## src/rtl/alu64_arbiter_seq.sv

```systemverilog
// Two-requester front end for a shared combinational 64-bit ALU.
// Round-robin grant, operand latching, per-opcode settle time and a
// tagged valid/ready response channel.
module alu64_arbiter_seq #(
    parameter int unsigned FAST_CYCLES = 1,
    parameter int unsigned SLOW_CYCLES = 4
) (
    input  logic        clk,
    input  logic        rst_n,
    input  logic        req0_valid,
    output logic        req0_ready,
    input  logic [63:0] req0_a,
    input  logic [63:0] req0_b,
    input  logic [5:0]  req0_sel,
    input  logic        req1_valid,
    output logic        req1_ready,
    input  logic [63:0] req1_a,
    input  logic [63:0] req1_b,
    input  logic [5:0]  req1_sel,
    output logic [63:0] alu_a,
    output logic [63:0] alu_b,
    output logic [5:0]  alu_sel,
    input  logic [63:0] alu_result,
    input  logic [63:0] alu_upper,
    input  logic [6:0]  alu_flags,
    output logic        rsp_valid,
    input  logic        rsp_ready,
    output logic        rsp_id,
    output logic [63:0] rsp_result,
    output logic [63:0] rsp_upper,
    output logic [6:0]  rsp_flags,
    output logic        rsp_err,
    output logic        busy
);

    typedef enum logic [1:0] {
        IDLE = 2'd0,
        EXEC = 2'd1,
        RESP = 2'd2
    } state_t;

    localparam logic [3:0] FAST_LOAD = 4'(FAST_CYCLES - 1);
    localparam logic [3:0] SLOW_LOAD = 4'(SLOW_CYCLES - 1);

    state_t      state;
    state_t      state_next;
    logic        last_grant;
    logic [3:0]  cnt;
    logic [63:0] op_a;
    logic [63:0] op_b;
    logic [5:0]  op_sel;

    logic        grant_any;
    logic        grant_id;
    logic [63:0] grant_a;
    logic [63:0] grant_b;
    logic [5:0]  grant_sel;
    logic        grant_slow;

    // Round-robin grant and operand selection; only meaningful in IDLE.
    always_comb begin
        grant_any = (state == IDLE) && (req0_valid || req1_valid);
        grant_id  = 1'b0;
        if (req0_valid && req1_valid) begin
            grant_id = ~last_grant;
        end else if (req1_valid) begin
            grant_id = 1'b1;
        end
        req0_ready = grant_any && !grant_id;
        req1_ready = grant_any && grant_id;
        grant_a    = grant_id ? req1_a   : req0_a;
        grant_b    = grant_id ? req1_b   : req0_b;
        grant_sel  = grant_id ? req1_sel : req0_sel;
        grant_slow = (grant_sel == 6'd2) || (grant_sel == 6'd3) || (grant_sel == 6'd8);
    end

    // Next-state logic for the IDLE -> EXEC -> RESP sequence.
    always_comb begin
        state_next = state;
        case (state)
            IDLE:    if (grant_any) state_next = EXEC;
            EXEC:    if (cnt == 4'd0) state_next = RESP;
            RESP:    if (rsp_ready) state_next = IDLE;
            default: state_next = IDLE;
        endcase
    end

    // State register.
    always_ff @(posedge clk or negedge rst_n) begin
        if (!rst_n) begin
            state <= IDLE;
        end else begin
            state <= state_next;
        end
    end

    // Operand latch on grant, settle countdown, response capture.
    always_ff @(posedge clk or negedge rst_n) begin
        if (!rst_n) begin
            last_grant <= 1'b1;
            cnt        <= '0;
            op_a       <= '0;
            op_b       <= '0;
            op_sel     <= '0;
            rsp_id     <= 1'b0;
            rsp_result <= '0;
            rsp_upper  <= '0;
            rsp_flags  <= '0;
            rsp_err    <= 1'b0;
        end else begin
            if (grant_any) begin
                op_a       <= grant_a;
                op_b       <= grant_b;
                op_sel     <= grant_sel;
                rsp_id     <= grant_id;
                last_grant <= grant_id;
                cnt        <= grant_slow ? SLOW_LOAD : FAST_LOAD;
            end else if (state == EXEC) begin
                if (cnt == 4'd0) begin
                    rsp_result <= alu_result;
                    rsp_upper  <= alu_upper;
                    rsp_flags  <= alu_flags;
                    rsp_err    <= (op_sel > 6'd34);
                end else begin
                    cnt <= cnt - 4'd1;
                end
            end
        end
    end

    assign alu_a     = op_a;
    assign alu_b     = op_b;
    assign alu_sel   = op_sel;
    assign rsp_valid = (state == RESP);
    assign busy      = (state != IDLE);

endmodule

```

## config.mk

```make
export PLATFORM = sky130hd
export DESIGN_NAME = alu64_arbiter_seq
export DESIGN_NICKNAME = d
export VERILOG_FILES = /design/src/rtl/alu64_arbiter_seq.sv
export SDC_FILE = /design/constraint.sdc
export NUM_CORES = 1
export LEC_CHECK = 0
export CAP_MARGIN = 20
export CELL_PAD_IN_SITES_DETAIL_PLACEMENT = 1
export CELL_PAD_IN_SITES_GLOBAL_PLACEMENT = 2
export CORE_AREA = 4 4 262 264
export DETAILED_ROUTE_END_ITERATION = 6
export DIE_AREA = 0 0 266 268
export PLACE_DENSITY_LB_ADDON = 0.25
export SETUP_SLACK_MARGIN = 0.15
export SLEW_MARGIN = 20
export SYNTH_ARGS = -nofsm -noshare
export SYNTH_HDL_FRONTEND = slang
export SYNTH_SLANG_ARGS = --single-unit
```

## constraint.sdc

```tcl
create_clock -name clk -period 2.1 [get_ports clk]
set_input_delay 0.42 -clock clk [delete_from_list [all_inputs] [get_ports clk]]
set_output_delay 0.42 -clock clk [all_outputs]
set_load 0.005 [all_outputs]
```

==> impl_metrics.py <==
metrics = {
    "critical_path": {
        "critPathMaxFanout": 3,
        "crit_path_end_kind": "primary output",
        "reg2reg_to": "cnt[0]",
        "crit_family": "flip-flops",
        "critPathSlowestCell": "dfstp_2",
        "crit_chain": "a21boi_2 -> buf_4 -> nor2_4 -> buf_6",
        "start_kind": "flip-flop",
        "max_stage_delay_ns": 0.54,
        "path_buf_inv": 2,
        "r2r_slack_ns": 0.31,
        "crit_type": "reg -> out",
        "cp.arrival_ns": 1.53,
        "r2r-start": "last_grant",
        "r2r_cells": 6,
        "critical_path_required_ns": 1.68,
    },
    "yosys": {
        "synth_area_leaders": "dfrtp_1 (61%), mux2_2 (13%), a22o_1 (9.9%), a21o_1 (8.6%), buf_6 (1.1%)",
        "avgSynthCellArea_um2": 14.2,
        "synth_top_cell_area_share_pct": 61.4,
        "yosys-top-cells-count": "dfrtp_1 (277), mux2_2 (135), a21o_1 (130), a22o_1 (128)",
        "synthArstFlopShare_pct": 100,
        "synth_cells": 794,
        "synth_compound_area_share_pct": 19.6,
        "ys.flop_type": "dfrtp_1",
        "synth_fa_ha_area_share_pct": 0.221,
        "synth_top_area_cell": "dfrtp_1",
        "synth.most_common_cell": "dfrtp_1",
        "yosysWarnings": 0,
        "synth_mux_area_share_pct": 14.0,
        "synthSimpleGateAreaFrac_pct": 1.33,
        "synth_xor_area_share_pct": 0.155,
        "netlist_area_um2": 11300,
        "synth_top_family_by_area": "compound AO/OA/AOI/OAI gates",
        "ys_types": 32,
        "ys_seq_area_share_pct": 61.6,
        "synth_edf_count": 0,
        "synth_seq_cells": 278,
        "syn_nets": 1204,
    },
    "clocking": {
        "path_clk_slew_ns": 0.06,
        "cts.sink_count": 278,
        "clock_tree.buffer_depth": 3,
        "cts_buffers": 37,
        "insertion_delay_ns": 0.53,
        "clockRootBuffer": "clkbuf_16",
        "htreeDepth": 2,
        "cts_tree": "yes",
    },
    "finish": {
        "nets": 1906,
        "syn_to_final_growth_pct": 81.5,
        "filler_cell_count": 7240,
        "drive_gt1_share_pct": 15.7,
        "post-route-util_pct": 30.8,
    },
    "timing": {
        "rsz0062_at_grt": "true",
        "max_freq_ghz": 0.514,
        "slew_violations": 0,
        "period_needed_ns": 1.95,
        "finalSetupTns_ns": 0,
        "hold_ws_ns": 0.402,
        "finalCritPeriodShare_pct": 92.7,
        "finalSetupViolations": 0,
        "clock_skew_ns": 0.0119,
        "hold_viol": 0,
        "relSlewSlack_pct": 63.2,
        "worst_pin_slew_ns": 0.552,
    },
    "place": {
        "hpwlAfterDp_mm": 40.2,
        "gp_congestion": 0.751,
        "port_buffers": 682,
    },
    "global_route": {
        "grt_pass1_vias": 11076,
        "grt_usage_pct": 14.0,
        "grt_max_degree": 88,
        "overflow": 0,
        "grt_pass1_wl_mm": 75.5,
        "antenna_found_initial": 10,
    },
    "routing": {
        "totalWireLength_mm": 52.6,
        "drt-initial-drc-count": 329,
        "wl_per_cell_um": 21.9,
        "viasPerCell": 4.06,
        "drtPass1Iterations": 4,
        "ant_nets": 0,
        "vias": 9757,
        "drc": 0,
    },
    "hold_path": {
        "hp-class": "in -> async",
    },
    "floorplan": {
        "rows": 95,
        "die_x_um": 266,
        "start_util_pct": 17.0,
        "ios": 683,
        "core_region_area_um2": 66600,
        "dieHeight_um": 268,
        "die-area_um2": 71300,
    },
    "outcome": {
        "status": "finished, final reports clean",
    },
    "pwr": {
        "p_leak_nw": 9.18,
        "total_power_mw": 29.7,
        "p_per_area_nw_per_um2": 1450,
        "irDropWorstVdd_mv": 0.625,
    },
    "flow_run": {
        "cap_violations": 0,
    },
}
## area by class of cell
type	count	area [um2]	share of cell area, %
multi-input cells	452	4030	19.6
flip-flops and latches	278	6960	33.9
well taps	873	1090	5.33
clock inverters	3	22.5	0.110
inverters	4	15.0	0.0732
clock buffers	60	1100	5.37
diodes	8	20.0	0.0976
repair buffers	723	7270	35.5
## cell families after synthesis
group,count (synthesis)
DFF,278
AOI/OAI and AO/OA,276
muxes,141
buffers and inverters,64
and+or+nand+nor,31
xor gates and xnor gates,2
adders and majority gates,2
## cells in the final DEF (no fill, tap or decap), drive strengths merged, types with 4 or more instances in the layout
cell | synthesis | routed
a21o | 130 | 130
a22o | 128 | 128
buf | 37 | 43
clkbuf | 23 | 62
clkdlybuf4s50 | 0 | 647
dfrtp | 277 | 277
diode | 0 | 8
dlygate4sd2 | 0 | 17
dlymetal6s2s | 0 | 13
inv | 4 | 6
mux2 | 135 | 135
mux2i | 6 | 6
nand2 | 9 | 9
nand3 | 4 | 4
nor2 | 9 | 9
o21ai | 10 | 10
## registers in the layout (all words and copies together), names as in the netlist
name and cells:
alu_a 64, alu_b 64, alu_sel 6, cnt 4
last_grant 1, rsp_err 1, rsp_flags 7, rsp_id 1
rsp_result 64, rsp_upper 64, state 2
## routing by layer
metal | GRT usage (%) | vias to the layer above | part of all wire, %
li1 | - | 4349 | -
met1 | 14.7 | 4901 | 35
met2 | 24.4 | 426 | 51
met3 | 7.52 | 69 | 12
met4 | 3.92 | 12 | 1.9
met5 | 0 | - | 0.15
## through the flow
step                std cells  area (um2)  worst slack (ns)
detailed placement       2327       19300            -0.396
CTS                      2393       20500            0.0946
global placement         2327       19300            -0.364
floorplan                 794       11300             0.430
finish                   2401       20500             0.154
global route             2396       20500            0.0667
## worst max-delay path by stage
stage / startpoint / end / slack, ns / cells after the start
floorplan: last_grant / alu_a[54] / 0.43 / 8
global placement: req0_sel[3] / cnt[0] / -0.36 / 6
detailed placement: req0_sel[3] / cnt[0] / -0.40 / 6
CTS: last_grant / req0_ready / 0.09 / 4
global route: last_grant / req0_ready / 0.07 / 4
finish: last_grant / req0_ready / 0.15 / 4
## timing repair
action / 4_1_cts / 5_1_grt
setup buffers: 2 / 0
hold buffers: 1 / 0
endpoints found under the hold margin: 38 / 0
gates resized for setup: 33 / 18
pin swaps: 1 / 2
endpoints found under the setup margin: 21 / 17
## report_power, final
| group | switching (mW) | total [mW] | internal (mW) |
|---|---|---|---|
| logic | 5.25 | 14.1 | 8.81 |
| clock network | 2.46 | 6.03 | 3.57 |
| registers | 1.47 | 9.60 | 8.13 |
| total | 9.19 | 29.7 | 20.5 |
Note: power is estimated with default switching activity, not from simulation.
